<file path="config.mk">
export PLATFORM = sky130hd
export DESIGN_NAME = rom_6502_loader
export DESIGN_NICKNAME = d
export VERILOG_FILES = /design/src/rtl/rom_6502_loader.sv
export SDC_FILE = /design/constraint.sdc
export NUM_CORES = 1
export LEC_CHECK = 0
export BUFFER_PORTS_ARGS = -buffer_cell sky130_fd_sc_hd__buf_2
export CAP_MARGIN = 5
export CORE_MARGIN = 8
export CORE_UTILIZATION = 50
export CTS_CLUSTER_DIAMETER = 50
export DETAILED_ROUTE_END_ITERATION = 16
export PLACE_DENSITY_LB_ADDON = 0.25
export SLEW_MARGIN = 20
export SYNTH_ARGS = -nofsm -noshare
export SYNTH_HDL_FRONTEND = slang
export SYNTH_SLANG_ARGS = --single-unit
export TNS_END_PERCENT = 100
</file>
<file path="constraint.sdc">
create_clock -name clk -period 5.9 [get_ports clk]
set_input_delay 0.59 -clock clk [delete_from_list [all_inputs] [get_ports clk]]
set_output_delay 0.59 -clock clk [all_outputs]
set_load 0.03 [all_outputs]
</file>
<file path="src/rtl/rom_6502_loader.sv">
// Byte-stream to 128-bit line packer feeding the 6502 boot ROM write port.
// Optional ROM_6502_LOADER_CHECKSUM_EN adds a running byte checksum output.
module rom_6502_loader #(
  parameter int ADDR_W        = 12,
  parameter int FLUSH_TIMEOUT = 0
) (
  input  logic              clk,
  input  logic              reset,
  input  logic              dl_wr,
  input  logic [ADDR_W-1:0] dl_addr,
  input  logic [7:0]        dl_data,
  input  logic              dl_done,
  output logic              dl_ready,
  output logic              mem_we,
  output logic [ADDR_W-5:0] mem_addr,
  output logic [127:0]      mem_data,
  output logic [15:0]       mem_be,
  input  logic              mem_ack,
  output logic              busy,
`ifdef ROM_6502_LOADER_CHECKSUM_EN
  output logic [15:0]       checksum,
`endif
  output logic              done
);

  localparam int LW = ADDR_W - 4;
  localparam int TW = (FLUSH_TIMEOUT > 0) ?
                      $clog2(FLUSH_TIMEOUT + 1) : 1;

  typedef enum logic [1:0] {
    EMPTY,
    FILL,
    FLUSH
  } state_e;

  state_e            state_q, state_d;
  logic [LW-1:0]     line_q, line_d;
  logic [127:0]      buf_q, buf_d;
  logic [15:0]       be_q, be_d;
  logic              skv_q, skv_d;
  logic [ADDR_W-1:0] ska_q, ska_d;
  logic [7:0]        skd_q, skd_d;
  logic              dreq_q, dreq_d;
  logic              done_q, done_d;
  logic              rdy_q, rdy_d;
  logic              we_q, we_d;
  logic              busy_q, busy_d;
  logic [TW-1:0]     tmo_q, tmo_d;

  logic          acc;
  logic [3:0]    off;
  logic [LW-1:0] ln;
  logic [3:0]    sk_off;
  logic [LW-1:0] sk_ln;
  logic          tmo_hit;

  function automatic logic [127:0] put(
    input logic [127:0] b,
    input logic [3:0]   o,
    input logic [7:0]   d
  );
    logic [127:0] r;
    r = b;
    r[8*(15-int'(o)) +: 8] = d;
    return r;
  endfunction

  function automatic logic [15:0] bsel(input logic [3:0] o);
    return 16'h8000 >> o;
  endfunction

  assign acc    = dl_wr & rdy_q;
  assign off    = dl_addr[3:0];
  assign ln     = dl_addr[ADDR_W-1:4];
  assign sk_off = ska_q[3:0];
  assign sk_ln  = ska_q[ADDR_W-1:4];
  assign tmo_hit = (FLUSH_TIMEOUT > 0) &&
    (32'(tmo_q) + 32'd1 == 32'(FLUSH_TIMEOUT));

`ifdef ROM_6502_LOADER_CHECKSUM_EN
  logic [15:0] cs_q, cs_d;
  logic        cclr_q, cclr_d;
`endif

  always_comb begin
    state_d = state_q;
    line_d  = line_q;
    buf_d   = buf_q;
    be_d    = be_q;
    skv_d   = skv_q;
    ska_d   = ska_q;
    skd_d   = skd_q;
    dreq_d  = dreq_q;
    done_d  = 1'b0;
    tmo_d   = tmo_q;
    unique case (state_q)
      EMPTY: begin
        if (acc) begin
          line_d  = ln;
          buf_d   = put('0, off, dl_data);
          be_d    = bsel(off);
          tmo_d   = '0;
          dreq_d  = dl_done;
          state_d = (off == 4'hF || dl_done) ? FLUSH : FILL;
        end else if (dl_done) begin
          done_d = 1'b1;
        end
      end
      FILL: begin
        if (acc && ln == line_q) begin
          buf_d  = put(buf_q, off, dl_data);
          be_d   = be_q | bsel(off);
          tmo_d  = '0;
          dreq_d = dl_done;
          if (off == 4'hF || dl_done) state_d = FLUSH;
        end else if (acc) begin
          // new line parks in the skid while the old one drains
          skv_d   = 1'b1;
          ska_d   = dl_addr;
          skd_d   = dl_data;
          dreq_d  = dl_done;
          state_d = FLUSH;
        end else if (dl_done) begin
          dreq_d  = 1'b1;
          state_d = FLUSH;
        end else if (tmo_hit) begin
          state_d = FLUSH;
        end else begin
          tmo_d = tmo_q + TW'(1);
        end
      end
      FLUSH: begin
        dreq_d = dreq_q | dl_done;
        if (mem_ack) begin
          if (skv_q) begin
            line_d  = sk_ln;
            buf_d   = put('0, sk_off, skd_q);
            be_d    = bsel(sk_off);
            skv_d   = 1'b0;
            tmo_d   = '0;
            state_d = (sk_off == 4'hF || dreq_d) ? FLUSH : FILL;
          end else begin
            buf_d   = '0;
            be_d    = '0;
            state_d = EMPTY;
            if (dreq_d) begin
              done_d = 1'b1;
              dreq_d = 1'b0;
            end
          end
        end
      end
      default: state_d = EMPTY;
    endcase
    rdy_d  = (state_d != FLUSH);
    we_d   = (state_d == FLUSH);
    busy_d = (state_d != EMPTY);
  end

`ifdef ROM_6502_LOADER_CHECKSUM_EN
  always_comb begin
    cs_d   = cs_q;
    cclr_d = cclr_q;
    if (acc) begin
      cs_d   = (cclr_q ? 16'd0 : cs_q) + {8'd0, dl_data};
      cclr_d = 1'b0;
    end
    if (done_d) cclr_d = 1'b1;
  end

  always_ff @(posedge clk) begin
    if (reset) begin
      cs_q   <= '0;
      cclr_q <= 1'b0;
    end else begin
      cs_q   <= cs_d;
      cclr_q <= cclr_d;
    end
  end

  assign checksum = cs_q;
`endif

  always_ff @(posedge clk) begin
    if (reset) begin
      state_q <= EMPTY;
      line_q  <= '0;
      buf_q   <= '0;
      be_q    <= '0;
      skv_q   <= 1'b0;
      ska_q   <= '0;
      skd_q   <= '0;
      dreq_q  <= 1'b0;
      done_q  <= 1'b0;
      rdy_q   <= 1'b1;
      we_q    <= 1'b0;
      busy_q  <= 1'b0;
      tmo_q   <= '0;
    end else begin
      state_q <= state_d;
      line_q  <= line_d;
      buf_q   <= buf_d;
      be_q    <= be_d;
      skv_q   <= skv_d;
      ska_q   <= ska_d;
      skd_q   <= skd_d;
      dreq_q  <= dreq_d;
      done_q  <= done_d;
      rdy_q   <= rdy_d;
      we_q    <= we_d;
      busy_q  <= busy_d;
      tmo_q   <= tmo_d;
    end
  end

  assign dl_ready = rdy_q;
  assign mem_we   = we_q;
  assign mem_addr = line_q;
  assign mem_data = buf_q;
  assign mem_be   = be_q;
  assign busy     = busy_q;
  assign done     = done_q;

endmodule

</file>
==> results of run 1 <==
## kinds of logic after synthesis
kind of cell    count (synthesis)
compound gates                435
simple gates                  242
flops                         180
buf+inv                       108
fa+ha+maj                      18
mux                            10
xor+xnor                        8
## flip-flops by register name, indices dropped and copies added (netlist names)
| signal | flops |
|---|---|
| mem_data | 128 |
| mem_be | 16 |
| dreq_q | 1 |
| busy | 1 |
| skv_q | 1 |
| mem_we | 1 |
| state_q | 2 |
| skd_q | 8 |
| dl_ready | 1 |
| done | 1 |
| mem_addr | 8 |
| ska_q | 12 |
## power groups by stage
stage	Combinational (uW)	Sequential, uW	Clock, uW
final	711	1310	1220
after global routing	760	1310	1270
after CTS	695	1310	1220
after detailed placement	693	1330	0
after global placement	687	1330	0
after floorplan	446	1390	0
## synthesized netlist by cell type, types with 4 or more instances
| library cell | number |
|---|---|
| ha_1 | 18 |
| and3_1 | 17 |
| a311oi_1 | 5 |
| nor2_1 | 59 |
| buf_2 | 27 |
| mux2i_1 | 9 |
| dfxtp_1 | 180 |
| o211ai_1 | 16 |
| nand3_2 | 8 |
| o41ai_1 | 6 |
| buf_1 | 4 |
| a32oi_1 | 58 |
| o21ai_0 | 50 |
| and2_1 | 10 |
| nand3_1 | 21 |
| a21oi_1 | 37 |
| clkbuf_1 | 53 |
| xnor2_1 | 8 |
| a211oi_1 | 15 |
| a22o_1 | 17 |
| o2bb2ai_1 | 104 |
| nand4_1 | 8 |
| nand2_1 | 60 |
| o22ai_1 | 17 |
| inv_1 | 15 |
| a31oi_1 | 8 |
| nor2b_1 | 12 |
| a32o_1 | 8 |
| nor3_1 | 15 |
| a22oi_1 | 55 |
## layer usage
layer / vias to the layer above / track usage, %
li1: 4200 / -
met1: 4419 / 36.0
met2: 584 / 40.4
met3: 97 / 5.46
met4: 0 / 13.0
met5: - / 0
## worst min path at each step
stage | startpoint | endpoint | slack, ps | cells after the start
detailed placement | mem_data[59] | mem_data[59] | 450 | 1
global route | dl_addr[5] | ska_q[5] | 430 | 3
global placement | mem_data[7] | mem_data[7] | 440 | 1
finish | dl_addr[6] | ska_q[6] | 420 | 3
CTS | dl_addr[6] | ska_q[6] | 410 | 3
floorplan | ska_q[10] | ska_q[10] | 450 | 2
## layout by cell type (no fill, tap or decap), types with 5 or more instances in the layout
cell / netlist / final
a211oi_1: 15 / 15
a21oi_1: 37 / 36
a22o_1: 17 / 17
a22oi_1: 55 / 55
a311oi_1: 5 / 5
a31oi_1: 8 / 7
a32o_1: 8 / 8
a32oi_1: 58 / 58
and2_1: 10 / 10
and3_1: 17 / 17
buf_2: 27 / 180
buf_4: 3 / 11
clkbuf_16: 0 / 17
dfxtp_1: 180 / 180
ha_1: 18 / 18
inv_1: 15 / 15
inv_6: 0 / 5
mux2i_1: 9 / 9
nand2_1: 60 / 60
nand3_1: 21 / 21
nand3_2: 8 / 8
nand4_1: 8 / 8
nor2_1: 59 / 58
nor2b_1: 12 / 12
nor3_1: 15 / 15
o211ai_1: 16 / 16
o21ai_0: 50 / 50
o22ai_1: 17 / 17
o2bb2ai_1: 104 / 104
o41ai_1: 6 / 6
xnor2_1: 8 / 8
## cell type report
class	instances	area (um^2)	share of cell area [%]
Multi-Input combinational cell	713	5110	47.9
Sequential cell	180	3600	33.8
Timing Repair Buffer	191	983	9.22
Clock buffer	17	425	3.99
Tap cell	229	287	2.69
Clock inverter	15	191	1.79
Inverter	16	60.1	0.563
Antenna cell	1	2.50	0.0235
## stage by stage
step | instances | setup slack (ps) | power, uW | area, um^2
2_1_floorplan | 1001 | 3270 | 1840 | 9180
3_3_place_gp | 1329 | 2630 | 2020 | 10000
3_5_place_dp | 1329 | 2560 | 2030 | 10000
4_1_cts | 1361 | 2550 | 3220 | 10700
5_1_grt | 1362 | 2300 | 3340 | 10700
6_report | 1362 | 2510 | 3230 | 10700
## worst max-delay path, cell delays in order, from the launching register on
cell,delay [ps]
dfxtp_1,390
inv_1,100
ha_1,500
nand2b_1,250
and3b_1,680
nand3_4,740
buf_4,480
o2bb2ai_1,150
==> results.yml, run 1 <==
critical_path:
  reg2reg_slack_ps: 2510
  worstReg2RegEnd: "mem_data[103]"
  endpoint: "mem_data[103]"
  required_ps: 6270
  worstRegToRegCells: 7
  cp-end-kind: "register"
  cp-startpoint: "state_q[0]"
  arrival_ps: 3760
  crit_type: "reg2reg"
  cp-start-kind: "register"
  r2r_start: "state_q[0]"
  crit_fanout: 73
drt:
  via_per_inst: 6.83
  dr.pass1.iters: 6
  met1Wirelength_mm: 13.1
  via_count: 9300
  drt_iter0_drc: 1231
  drt_wl_total_mm: 31.8
  met3_length_mm: 3.55
  highest_layer: "met4"
  wl_met2_mm: 14.0
  wl_per_cell_um: 23.3
  drcViolationCount: 0
  ant_nets: 0
placed_design:
  dpl.hpwl_mm: 21.7
  portBuffers: 180
  place.gp.congestion: 0.957
power:
  pwr-share-comb_pct: 22.0
  vdd_ir_drop_max_mv: 0.221
  internal-power_uw: 2110
  p_sw_share_pct: 34.6
  power_frac_clock_pct: 37.6
  powerDensity_nw_per_um2: 303
  p_leak_uw: 0.00396
  switchingPower_uw: 1120
  seq_power_share_pct: 40.4
sta:
  maxSlewHeadroom_pct: 30.6
  tns_ps: 0
  drv_slew: 0
  tightest_slew_ps: 1040
  finClkSkew_ps: 10.9
  period_needed_ps: 3390
  finalHoldWorstSlack_ps: 418
  rsz0062_at_grt: "false"
  max_clock_freq_ghz: 0.295
  finalHoldViolCount: 0
  setup_viol_count_final: 0
  fin_crit_sh_pct: 57.4
clock_tree:
  hold_buffers: 0
  cts_sinks: 180
  cts_tree: "built"
  htreeDepth: 4
  post_cts_resized: 0
  cts_setup_buffers: 0
  clock_path_buffers: 2
  insertion_delay_ps: 450
  cts_root_buf: "clkbuf_16"
  cts_buffers: 17
  cts.clk_slew.worst_paths_ps: 70
grt:
  grt_pass1_vias: 8753
  grt_usage_pct: 26.8
  grt-ovfl-total: 0
  grt_max_degree: 74
  antenna_found_initial: 1
  grt_first_pass_wirelength_mm: 48.6
synth:
  synth_edf_count: 0
  postSynthAreaPerCell_um2: 9.17
  ys_seq_area_share_pct: 39.2
  ys_warn_count: 0
  synth-seq-cells: 180
  synth_compound_area_share_pct: 37.0
  syn_area_um2: 9180
  synth_top_family_by_area: "compound AO/OA/AOI/OAI gates"
  ys_types: 76
  synthAdderAreaFrac_pct: 2.45
  synth-simple-area-share_pct: 14.3
  synth-xor-area-share_pct: 0.763
  synthArstFlopShare_pct: 0
  synthMuxAreaShare_pct: 1.10
  synth_top_flop_cell: "dfxtp_1"
  synthCells: 1001
  synthTopCellsByArea: "dfxtp_1 39%, o2bb2ai_1 9.9%, a32oi_1 5.5%"
  synth_fp_nets: 1044
  yosys.area.top_type: "dfxtp_1"
  synth_top_area_share_pct: 39.2
die:
  row_count: 49
  start_util_pct: 51.1
  ios: 181
  die_w_um: 152
  die_area_um2: 23000
  fp.dieH_um: 152
  core_um2: 18000
layout:
  drive_gt1_share_pct: 23.4
  nFillCells: 1623
  finish.utilization_pct: 59.4
  area_growth_pct: 16.2
  layout.nets: 1162
status:
  status: "finished, final reports clean"
min_path:
  holdCritPathClass: "in2reg"
run:
  maxCapViolCount: 0
Note: power is estimated with default switching activity, not from simulation.
==> inputs of run 2 (changes only) <==
- clock period: 5.9 -> 3.2 ns (I/O delays scaled with it)
==> run 2 against run 1 <==
Sequential power grew 83%. Setup slack lost 2100 ps. Cell area grew 2.0%. Maximum frequency grew 24%. Clock-buffer cell count grew 1. Register-to-register slack lost 2100 ps. First-iteration DRC count shrank 18%. Sequential share of layout area shrank 0.65 points. Largest cell class unchanged.
==> results.yml, run 2 (synthesis gave the netlist of run 1 again) <==
drt:
  via_count: 9343
  drt_wl_total_mm: 32.3
  drt_iter0_drc: 1008
  ant_nets: 0
  drcViolationCount: 0
  wl_per_cell_um: 23.3
  dr.pass1.iters: 8
  via_per_inst: 6.74
clock_tree:
  clock_path_buffers: 2
  insertion_delay_ps: 450
  cts_sinks: 180
  cts_setup_buffers: 0
  cts_buffers: 17
  cts_root_buf: "clkbuf_16"
  cts_tree: "built"
  cts.clk_slew.worst_paths_ps: 80
  hold_buffers: 0
  post_cts_resized: 0
  htreeDepth: 4
layout:
  fin_area_um2: 10900
  drive_gt1_share_pct: 24.8
  area_growth_pct: 18.5
  layout.nets: 1187
  layout_common_cells: "180 x dfxtp_1, 180 x buf_2, 104 x o2bb2ai_1, 60 x nand2_1, 59 x nor2_1"
  largest_reg_flops: 128
critical_path:
  path_depth: 9
  arrival_ps: 3120
  cpMostUsedCell: "buf_4"
  crit_family: "simple AND/OR/NAND/NOR gates"
  r2r_start: "state_q[1]"
  crit_chain: "inv_1, ha_1, buf_4, nand2b_1, buf_4, nand3_1, nor2_1, a22oi_1, o2bb2ai_1"
  worstReg2RegEnd: "mem_data[122]"
  critPathMaxStageDelay_ps: 590
  cpMaxStageDelayCell: "nor2_1"
  crit_type: "reg2reg"
  path_buf_inv: 3
  reg2reg_slack_ps: 460
  cp-start-kind: "register"
  endpoint: "mem_data[122]"
  crit_fanout: 11
  required_ps: 3580
  cp-end-kind: "register"
  worstRegToRegCells: 9
  cp-startpoint: "state_q[1]"
sta:
  drv_slew: 0
  tns_ps: 0
  period_needed_ps: 2740
  fin_crit_sh_pct: 85.7
  rsz0062_at_grt: "false"
  tightest_slew_ps: 731
  max_clock_freq_ghz: 0.365
  setup_viol_count_final: 0
  maxSlewHeadroom_pct: 51.2
  finClkSkew_ps: 11.1
  finalHoldViolCount: 0
grt:
  grt_max_degree: 63
  antenna_found_initial: 1
  grt-ovfl-total: 0
  grt_usage_pct: 27.3
  grt_pass1_vias: 8736
  grt_first_pass_wirelength_mm: 49.4
placed_design:
  portBuffers: 180
  place.gp.congestion: 0.965
  dpl.hpwl_mm: 22.3
  dpl_cell_area_um2: 10200
power:
  pwr-share-comb_pct: 23.2
  power_frac_clock_pct: 36.9
  switchingPower_uw: 2090
  p_sw_share_pct: 34.8
  p_leak_uw: 0.00410
  internal-power_uw: 3920
  powerDensity_nw_per_um2: 553
  seq_power_share_pct: 40.0
  vdd_ir_drop_max_mv: 0.417
die:
  die_w_um: 152
  ios: 181
  row_count: 49
  die_area_um2: 23000
  start_util_pct: 51.1
  core_um2: 18000
  fp.dieH_um: 152
status:
  status: "finished, final reports clean"
run:
  maxCapViolCount: 0
min_path:
  holdCritPathClass: "in2reg"
==> run 2: changes by cell type in the layout (fill, tap and decap cells not counted), moves of 2 or more <==
cell	delta
buf_12	+2
buf_4	+23
clkinv_2	-2
clkinv_8	+2
inv_6	-3
inv_8	+2
==> run 2: worst min path at each step <==
stage / cells after the start / startpoint / end
after floorplan: 1 / mem_ack / skv_q
after global placement: 1 / mem_be[14] / mem_be[14]
after detailed placement: 1 / mem_be[14] / mem_be[14]
after CTS: 3 / dl_addr[5] / ska_q[5]
after global routing: 3 / dl_addr[5] / ska_q[5]
final: 3 / dl_addr[5] / ska_q[5]
==> run 2: area by class of cell <==
class	count	area [um^2]
tap	229	287
clock inverter	14	188
timing repair buffer	216	1200
sequential	180	3600
clock buffer	18	439
antenna	1	2.50
inverter	16	60.1
multi-input combinational	713	5100
fill	1597	7090
==> run 2: through the flow <==
step	utilization, %	std cells	hold slack (ps)	total power [uW]	setup slack (ps)
CTS	60.5	1386	133	6000	531
global placement	57.1	1354	442	3800	540
detailed placement	57.1	1354	441	3810	455
floorplan	-	1001	434	3390	845
finish	60.6	1387	131	6010	457
global route	60.6	1387	141	6230	252
==> run 2: power groups by stage <==
stage,registers [uW],clock network (uW),logic (uW)
final,2400,2220,1390
after global routing,2410,2330,1480
after CTS,2400,2230,1360
after detailed placement,2450,0,1360
after global placement,2450,0,1350
after floorplan,2560,0,821
==> run 2: metal layers <==
metal | vias up | GRT usage, % | wire length [um]
met5 | - | 0 | 0
met4 | 0 | 11.5 | 981
met3 | 87 | 5.79 | 3200
met2 | 552 | 42.3 | 14600
met1 | 4447 | 36.2 | 13600
li1 | 4257 | - | -
==> run 2: worst register-to-register path, stage by stage, from the launching register on <==
cell	delay [ps]
dfxtp_1	450
inv_1	100
ha_1	350
buf_4	200
nand2b_1	200
buf_4	230
nand3_1	210
nor2_1	590
a22oi_1	150
o2bb2ai_1	190
==> inputs of run 3 (changes only) <==
- ABC_AREA: unset -> 1
==> run 3 against run 2 <==
Flip-flop and latch count did not move. Synthesized cell count increased by 120%. Maximum frequency grew 3.8%. Sequential share of layout area decreased by 7.8 points. Die area rose by 33%. Critical path depth is 2 higher. Critical endpoint is now mem_data[127]. Largest cell class unchanged. Highest routed layer is now met5.
==> results.yml, run 3 <==
drt:
  dr.pass1.iters: 6
  drcViolationCount: 0
  wl_per_cell_um: 18.5
  via_count: 14936
  drt_wl_total_mm: 48.2
  drt_iter0_drc: 2011
  ant_nets: 0
  via_per_inst: 5.73
power:
  p_leak_uw: 0.00683
  powerDensity_nw_per_um2: 684
  power_frac_clock_pct: 22.9
  switchingPower_uw: 4740
  seq_power_share_pct: 32.5
  p_sw_share_pct: 48.6
  vdd_ir_drop_max_mv: 0.481
  pwr-share-comb_pct: 44.6
  internal-power_uw: 5000
clock_tree:
  clock_path_buffers: 2
  cts_tree: "built"
  cts_root_buf: "clkbuf_16"
  cts_buffers: 17
  htreeDepth: 4
  cts.clk_slew.worst_paths_ps: 80
  post_cts_resized: 0
  cts_setup_buffers: 0
  cts_sinks: 180
  insertion_delay_ps: 450
  hold_buffers: 0
synth:
  ys_warn_count: 0
  synth_top_flop_cell: "dfxtp_1"
  ys_types: 39
  ys_seq_area_share_pct: 28.6
  syn_area_um2: 12600
  synthTopCellsByArea: "dfxtp_1 29%, nand2_1 21%, a21oi_1 8.8%"
  synth-seq-cells: 180
  synth.most_common_cell: "nand2_1"
  synthTopCellsByCount: "694 x nand2_1, 221 x a21oi_1, 218 x nor2_1"
  synthCells: 2156
  postSynthAreaPerCell_um2: 5.85
  yosys.area.top_type: "dfxtp_1"
  synth_top_area_share_pct: 28.6
  synth_fp_nets: 2199
  synth_edf_count: 0
  synthArstFlopShare_pct: 0
placed_design:
  dpl.hpwl_mm: 35.0
  place.gp.congestion: 1.03
  portBuffers: 180
  dpl_cell_area_um2: 13700
critical_path:
  cp-end-kind: "register"
  crit_type: "reg2reg"
  arrival_ps: 2980
  cp-start-kind: "register"
  crit_fanout: 38
  required_ps: 3530
sta:
  max_clock_freq_ghz: 0.378
  tns_ps: 0
  setup_viol_count_final: 0
  rsz0062_at_grt: "false"
  period_needed_ps: 2640
  maxSlewHeadroom_pct: 36.5
  drv_slew: 0
  finalHoldViolCount: 0
  finClkSkew_ps: 15.4
  fin_crit_sh_pct: 82.6
  tightest_slew_ps: 945
layout:
  layout_common_cells: "694 x nand2_1, 221 x a21oi_1, 217 x nor2_1, 206 x nand3_1, 195 x inv_1"
  fin_area_um2: 14200
  layout.nets: 2308
  multi_input_area_um2: 7570
  final_common_cell: "nand2_1"
  antenna_cells: 0
  area_growth_pct: 13.0
  seqCellArea_um2: 3600
  drive_gt1_share_pct: 14.6
  nFillCells: 2566
  largest_reg_flops: 128
status:
  status: "finished, final reports clean"
die:
  ios: 181
  start_util_pct: 50.5
  die_w_um: 175
  fp.dieH_um: 175
  core_um2: 25000
  die_area_um2: 30600
  row_count: 58
min_path:
  holdCritPathClass: "in2reg"
grt:
  grt_usage_pct: 30.2
  antenna_found_initial: 1
  grt_max_degree: 104
  grt_pass1_vias: 13055
  grt-ovfl-total: 0
  grt_first_pass_wirelength_mm: 74.8
run:
  maxCapViolCount: 0
[run 3: changes by cell type after synthesis, moves of 104 or more]
cell and change:
inv_1 +181, nand3_1 +185, a21oi_1 +184, o2bb2ai_1 -104, nor2_1 +159, nand2_1 +634
[run 3: final timing paths]
kind                                  start            end  slack (ps)  cells past startpoint
worst max-delay path             state_q[0]  mem_data[127]         560                     11
worst min-delay path            dl_addr[11]      ska_q[11]         140                      3
worst max register to register   state_q[0]  mem_data[127]         560                     11
worst min register to register     ska_q[6]    mem_addr[2]         470                      2
[run 3: layout make-up]
cell class              instances  area share (%)
multi-input cells            1625            53.2
clock buffers                  18            3.08
repair buffers                221            8.66
well taps                     330            2.90
clock inverters                14            1.08
flip-flops and latches        180            25.3
inverters                     220            5.82
[run 3: power by group through the flow]
stage	sequential [uW]	clock [uW]	combinational, uW
6_report	3170	2230	4340
4_1_cts	3160	2240	4320
2_1_floorplan	3970	0	2320
3_5_place_dp	3200	0	4300
5_1_grt	3220	2330	4750
3_3_place_gp	3190	0	4250
[run 3: routing by layer]
| metal | track usage, % | wire length, um | vias up |
|---|---|---|---|
| met5 | 0 | 12 | - |
| met4 | 8.48 | 1210 | 2 |
| met3 | 5.85 | 5060 | 95 |
| met2 | 45.8 | 20800 | 827 |
| met1 | 42.7 | 21100 | 6864 |
| li1 | - | - | 7148 |
[run 3: cells by family (layout without fill, tap and decap cells)]
group,after synthesis,after routing,synth area share [%]
buffers and inverters,351,473,11.7
xor gates and xnor gates,3,3,0.208
and+or+nand+nor,1260,1260,43.7
adders and majority gates,18,18,1.79
AOI/OAI and AO/OA,344,344,14.0
DFF,180,180,28.6
[run 3: stage by stage]
| stage | std cells | power (uW) | hold slack [ps] | worst slack (ps) | util [%] |
|---|---|---|---|---|---|
| floorplan | 2156 | 6290 | 447 | 1050 | - |
| global placement | 2576 | 7440 | 457 | 385 | 54.7 |
| detailed placement | 2576 | 7510 | 461 | 383 | 54.7 |
| CTS | 2608 | 9710 | 126 | 615 | 57.1 |
| global route | 2608 | 10300 | 137 | 371 | 57.1 |
| finish | 2608 | 9740 | 135 | 558 | 57.1 |
[run 3: critical path, stage by stage, from the launching register on]
cell,delay [ps]
dfxtp_1,440
inv_1,130
ha_1,310
nand2_1,130
nand2_1,80
nor2_1,410
nand2_8,250
inv_2,120
buf_4,300
nand2_1,130
nor2_1,160
nor2_1,50
